<file path="src/rtl/vsbuf_pkg.sv">
// Shared definitions for the vsync-driven write-buffer sequencer: FSM encoding and default address map.
package vsbuf_pkg;

    typedef enum logic [1:0] {
        IDLE      = 2'd0,
        WAIT_VS   = 2'd1,
        WAIT_IDLE = 2'd2,
        ADVANCE   = 2'd3
    } vsbuf_state_e;

    localparam logic [31:0] VSBUF_BASE_ADDR   = 32'h0000_0000;
    localparam logic [31:0] VSBUF_FRAME_BYTES = 32'h0020_0000;
    localparam logic [15:0] VSBUF_DROP_MAX    = 16'hFFFF;

endpackage

</file>
<file path="src/rtl/vs_edge_det.sv">
// Rising-edge detector: rise_o is high in the cycle where d_i is 1 and its registered copy is 0.
module vs_edge_det (
    input  logic clk,
    input  logic rst,
    input  logic d_i,
    output logic rise_o
);

    logic d_q;

    always_ff @(posedge clk or posedge rst) begin
        if (rst) begin
            d_q <= 1'b0;
        end else begin
            d_q <= d_i;
        end
    end

    assign rise_o = d_i & ~d_q;

endmodule

</file>
<file path="src/rtl/vsbuf_wr_ctrl.sv">
// Write-side frame-buffer ring sequencer: advances the buffer index on each accepted vsync rise.
// Optional frame dropping while the write DMA is busy is enabled with `define VSBUF_FRAME_DROP_EN.
module vsbuf_wr_ctrl
    import vsbuf_pkg::*;
#(
    parameter int                 BUF_LENTH   = 3,
    parameter int                 ADDR_W      = 32,
    parameter logic [ADDR_W-1:0]  BASE_ADDR   = ADDR_W'(VSBUF_BASE_ADDR),
    parameter logic [ADDR_W-1:0]  FRAME_BYTES = ADDR_W'(VSBUF_FRAME_BYTES)
) (
    input  logic              clk,
    input  logic              rst,
    input  logic              en_i,
    input  logic              vs_i,
    input  logic              wr_busy_i,
    output logic [7:0]        bufn_o,
    output logic [ADDR_W-1:0] addr_o,
    output logic              frame_start_o,
    output logic [15:0]       drop_cnt_o
);

    localparam logic [7:0] LAST_BUF = 8'(BUF_LENTH - 1);

    vsbuf_state_e      state;
    logic              rise;
    logic [7:0]        bufn;
    logic [ADDR_W-1:0] addr;
    logic              frame_start;
`ifdef VSBUF_FRAME_DROP_EN
    logic [15:0]       drop_cnt;
`endif

    vs_edge_det u_vs_edge_det (
        .clk    (clk),
        .rst    (rst),
        .d_i    (vs_i),
        .rise_o (rise)
    );

    // addr is tracked incrementally so no multiplier is needed; wrap reloads BASE_ADDR.
    always_ff @(posedge clk or posedge rst) begin
        if (rst) begin
            state       <= IDLE;
            bufn        <= 8'd0;
            addr        <= BASE_ADDR;
            frame_start <= 1'b0;
`ifdef VSBUF_FRAME_DROP_EN
            drop_cnt    <= 16'd0;
`endif
        end else begin
            frame_start <= 1'b0;
            if (!en_i) begin
                state <= IDLE;
            end else begin
                case (state)
                    IDLE: begin
                        state <= WAIT_VS;
                    end
                    WAIT_VS: begin
                        if (rise) begin
                            if (!wr_busy_i) begin
                                state <= ADVANCE;
                            end else begin
`ifdef VSBUF_FRAME_DROP_EN
                                if (drop_cnt != VSBUF_DROP_MAX) begin
                                    drop_cnt <= drop_cnt + 16'd1;
                                end
`else
                                state <= WAIT_IDLE;
`endif
                            end
                        end
                    end
                    WAIT_IDLE: begin
                        if (!wr_busy_i) begin
                            state <= ADVANCE;
                        end
                    end
                    ADVANCE: begin
                        state       <= WAIT_VS;
                        frame_start <= 1'b1;
                        if (bufn == LAST_BUF) begin
                            bufn <= 8'd0;
                            addr <= BASE_ADDR;
                        end else begin
                            bufn <= bufn + 8'd1;
                            addr <= addr + FRAME_BYTES;
                        end
                    end
                    default: begin
                        state <= IDLE;
                    end
                endcase
            end
        end
    end

    assign bufn_o        = bufn;
    assign addr_o        = addr;
    assign frame_start_o = frame_start;
`ifdef VSBUF_FRAME_DROP_EN
    assign drop_cnt_o    = drop_cnt;
`else
    assign drop_cnt_o    = 16'd0;
`endif

endmodule
</file>
<file path="config.mk">
export PLATFORM = sky130hd
export DESIGN_NAME = vsbuf_wr_ctrl
export DESIGN_NICKNAME = d
export VERILOG_FILES = /design/src/rtl/vsbuf_pkg.sv /design/src/rtl/vs_edge_det.sv /design/src/rtl/vsbuf_wr_ctrl.sv
export SDC_FILE = /design/constraint.sdc
export NUM_CORES = 1
export LEC_CHECK = 0
export ABC_AREA = 1
export BUFFER_PORTS_ARGS = -buffer_cell sky130_fd_sc_hd__buf_2
export CORE_MARGIN = 2
export CORE_UTILIZATION = 40
export DETAILED_ROUTE_END_ITERATION = 12
export PLACE_DENSITY = 0.71
export REMOVE_ABC_BUFFERS = 1
export SLEW_MARGIN = 40
export SYNTH_ARGS = -nofsm -noshare
export SYNTH_HDL_FRONTEND = slang
export SYNTH_SLANG_ARGS = --single-unit
</file>
<file path="constraint.sdc">
create_clock -name clk -period 1.5 [get_ports clk]
set_clock_uncertainty 0.15 [all_clocks]
set_input_delay 0.075 -clock clk [delete_from_list [all_inputs] [get_ports clk]]
set_output_delay 0.075 -clock clk [all_outputs]
set_load 0.02 [all_outputs]
</file>
[Word level (Yosys, flattened, before mapping)]
Index checks and enable logic that the tools add are counted.
Word-level totals
  bits in registers: 44
  latch bits: 0
  bits in writable memories: 0
  ROM bits: 0
  bits of input ports: 5
  output and inout bits: 57
  logic and storage cells: 28
  memories kept: 0
Cells by class
  add/sub/neg operators: 2
  $mul: 0
  divide/modulo/power cells: 0
  order comparisons: 0
  equal/unequal tests: 6
  shift operators: 0
  mux-type cells: 9
  bitwise gates (word level): 2
  reductions and logical operators: 4
Operators with widths (number)
  $add A32 B22 Y32 const B: 1
  $mux W32: 1
  $add A8 B1 Y8 const B: 1
  $eq A8 B2 Y1 const B: 1
  $mux W8: 1
  $mux W2: 3
  $ne A3 B3 Y1 const B: 2
  $pmux W2 S3: 1
  $eq A2 B2 Y1 const B: 2
  $reduce_and A2 Y1: 2
  $mux W1: 3
  $eq A2 B1 Y1 const B: 1
  $logic_not A2 Y1: 1
  $reduce_or A2 Y1: 1
  $and A1 B1 Y1: 1
  $not A1 Y1: 1

[Depth between registers and ports, before layout]
  depth after elaboration: 5
  depth in mapped cells: 7
  mapped depth without buffers: 7

[Hierarchy]
A second synthesis with hierarchy kept.
Second synthesis, totals
  cells, all modules: 192
  area, all modules: 1537.7 um2
By module, submodules not included
  vsbuf_wr_ctrl: instances 1, cells an instance 188, area an instance 1498.9 um2, seq. area each 550.5 um2
  vs_edge_det: instances 1, cells an instance 4, area an instance 38.8 um2, seq. area each 25.0 um2

[Least setup slack after synthesis]
Ideal clock, no wire load.
  path type: register to register
  start point: register bufn[0] (netlist: bufn_o[0])
  end point: register addr[25] (netlist: addr_o[25])
  library setup time: 0.123 ns
  arrival: 1.289 ns
  data required time: 1.227 ns
  setup slack: -0.062 ns
  stages on the path, launching flop included: 8
  path buffers: 0
  clock period less this slack: 1.562 ns
  path through: dfrtp_1 -> inv_1 -> ha_1 -> inv_1 -> nor3_1 -> nand3_2 -> o21ai_0 -> nor2_1
On the way
  longest elaborated chain between the ends: 2
Ends and longest elaborated chain
  start, declared: line vsbuf_wr_ctrl.sv:26  | logic [7:0] bufn;
  start signal, assigned: line vsbuf_wr_ctrl.sv:86  | bufn <= bufn + 8'd1;
  $eq A8 B2 Y1: line vsbuf_wr_ctrl.sv:82  | if (bufn == LAST_BUF) begin
  $mux W32: line vsbuf_wr_ctrl.sv:82
  end signal, assigned: line vsbuf_wr_ctrl.sv:87  | addr <= addr + FRAME_BYTES;
  end, declared: line vsbuf_wr_ctrl.sv:27  | logic [ADDR_W-1:0] addr;
Every way passes these cells.
A chain may end at the register's enable or synchronous reset.

[Worst setup path in the final report]
Same ends and word-level chain as after synthesis.

==> key figures <==
Outcome
  – Outcome: complete, no violations

Synth
  – Yosys warnings: 0
  – Netlist cell types: 25
  – Synth Area in Compound Gates: 2.820%
  – Seq/Total Area, Yosys: 37.07%
  – Yosys reg bits: 23
  – Cells after Synth: 203
  – Synth Area in Simple Gates: 27.48%
  – XOR/XNOR Fraction of Synth Area: 2.820%
  – Cell Area, Synth: 1553 sq um
  – Post-synthesis mux area share: 0%
  – Share of the synthesized area in the top cell type: 37.07%
  – Largest family of logic cells by synthesized area: simple AND/OR/NAND/NOR gates
  – Yosys top cell by area: dfrtp_1
  – Synth Area per Inst: 7.649 sq um
  – Adder-cell share of the synthesized area: 4.835%
  – Largest cells by area after synthesis: dfrtp_1 37%, buf_4 18%, nand2_1 11%, inv_1 6.3%, nor2_1 5.1%

Timing
  – Post-Route Setup TNS: 0 ns
  – RSZ-0062 raised after global routing: true
  – Final Slew Violations: 0
  – Tmin final: 1.400 ns
  – FMAX: 714.1 MHz
  – Fin Hold WS: 0.2184 ns
  – Final setup fails: 0
  – Hold Vio Cnt, Final: 0
  – Final worst-path cycle share: 93.36%

Flow run
  – Max_cap viols: 0

Floorplanning
  – CORE AREA: 3689 sq um
  – Site Rows: 22
  – Initial Utilization: 42.10%
  – Die area: 4396 sq um
  – Height of the die: 66.31 microns
  – # IOs: 62
  – Die width: 66.31 microns

Placement
  – Placed cell count: 287
  – Gpl congestion: 0.7632
  – Dpl hpwl: 2014 microns
  – PortBufs: 24

Clock network
  – Clock sinks: 23
  – Cts bufs inserted: 3
  – CTS tree: built
  – Max clock buf depth: 2
  – CTS clk-pin slew, worst paths: 0.09 ns
  – Root Buffer: clkbuf_8
  – Clock latency at the later pin of the worst-skew pair: 0.27 ns
  – H-tree Lvls: 1

Critical path
  – WS Path Type: register to register
  – Reg-to-Reg Start: bufn_o[0]
  – Crit path launch: bufn_o[0]
  – Critical-path cell list: inv_1 -> ha_1 -> inv_1 -> nor3_4 -> nand3_4 -> o21ai_0 -> nor2_1
  – Reg2reg end: addr_o[25]
  – Setup crit end kind: register
  – Worst path max stage delay: 0.38 ns
  – CP Launch Type: register
  – Req. time, crit path: 1.52 ns
  – Most used cell, CP: inv_1
  – Crit Path Max Fanout: 8
  – Reg-to-reg slack, setup: 0.1 ns
  – Critical Path Sink: addr_o[25]
  – Worst path slowest cell: dfrtp_1
  – Worst Path Arrival: 1.42 ns
  – Reg2Reg Depth: 7

Final layout
  – Antenna diodes: 0
  – Commonest non-fill, non-tap cell in the layout: nand2_1
  – Area delta synth->final: 16.84%
  – Commonest cells after routing, fill and taps aside: 46 x nand2_1, 37 x conb_1, 26 x inv_1, 24 x buf_2, 23 x dfrtp_1
  – Layout Nets: 259
  – Layout cells sized above 1: 21.46%
  – Final std cells w/o fill: 295

Pwr
  – Maximum vdd ir drop: 0.0007174 V
  – Leakage power: 1.076 nW
  – Tot Pwr: 2.566 mW
  – Pwr per Cell Area: 1414 nW/um^2

Detailed routing
  – Initial DRC count: 32
  – Total Wirelength: 2703 microns
  – Detail Route Antenna Nets: 0
  – Post-route DRC: 0
  – WL per Instance: 9.163 microns
  – Vias per Instance: 4.136
  – 1st-pass router iterations: 4
  – DR vias: 1220

Global routing
  – Initial antenna violation count: 0
  – Gr usage total: 12.89%
  – Grt ovf: 0
  – Vias in the first global route: 1018
  – Largest net degree at the start of global routing: 24
  – Global-route wire length before repair: 4333 microns

Hold path
  – Worst Hold Class: input port to asynchronous set/reset pin
==> critical path, delay by kind of cell (launching register included) <==
family / cells / cell delay [ns]
flops: 1 / 0.38
fa+ha+maj: 1 / 0.14
compound gates: 1 / 0.11
simple gates: 3 / 0.37
buf+inv: 2 / 0.13
==> routing by layer <==
metal	track usage [%]	part of all wire (%)	vias up
met4	6.122	1.9	0
li1	-	-	637
met2	20.50	47	36
met1	16.99	46	542
met3	2.044	5.5	5
met5	0	0	-
==> how the worst min path moves through the flow <==
stage | start | endpoint | slack (ns) | depth (start not counted)
2_1_floorplan | rst | addr_o[21] | -0.07 | 1
3_3_place_gp | rst | u_vs_edge_det.d_q | -0.02 | 3
3_5_place_dp | rst | u_vs_edge_det.d_q | -0.01 | 3
4_1_cts | rst | state[0] | 0.23 | 4
5_1_grt | rst | state[0] | 0.25 | 4
6_report | rst | u_vs_edge_det.d_q | 0.22 | 4
==> final cells by class <==
type	instances	area [sq um]
fillers	379	1874
multi-input cells	151	759.5
flip-flops and latches	23	575.6
repair buffers	41	257.7
inverters	28	112.6
well taps	48	60.06
clock buffers	3	41.29
clock inverters	1	7.507
==> Yosys cell counts <==
cell	instances
a21o_1	1
a21oi_1	2
a31oi_1	1
and2_1	1
buf_4	37
clkinv_2	1
conb_1	1
dfrtp_1	23
ha_1	6
inv_1	26
inv_2	1
nand2_1	46
nand2_4	1
nand3_1	13
nand3_2	2
nand4_1	3
nor2_1	21
nor2_2	4
nor2_4	1
nor3_1	2
nor3b_1	1
o21ai_0	3
o21ai_1	1
xnor2_1	2
xor2_1	3
==> metrics by stage <==
step / area [sq um] / setup WS (ns) / util, %
2_1_floorplan: 1410 / -0.06181 / -
3_3_place_gp: 1688 / 0.008537 / 45.76
3_5_place_dp: 1688 / -0.03997 / 45.76
4_1_cts: 1793 / 0.04901 / 48.61
5_1_grt: 1814 / -0.03566 / 49.19
6_report: 1814 / 0.09963 / 49.19
==> repair_timing <==
item                                    4_1_cts  5_1_grt
endpoints found under the hold margin        26        0
pin swaps                                     1        2
gates resized for setup                       3        5
endpoints found under the setup margin       10       13
hold buffers                                  4        0
setup buffers                                 0        0
==> sequential cells by signal, indices dropped and copies added (netlist names) <==
name and cells:
u_vs_edge_det.d_q 1, bufn_o 8, frame_start_o 1, state 2
addr_o 11
==> where the power goes <==
part,switching [mW],internal (mW)
clock network,0.214,0.188
registers,0.156,0.795
logic,0.758,0.454
total,1.13,1.44
==> kinds of logic after synthesis <==
logic type | after synthesis
simple gates | 95
xor+xnor | 5
buf+inv | 65
other cells | 1
compound gates | 8
fa+ha+maj | 6
flops | 23
Power figures use the tool's default switching activity.
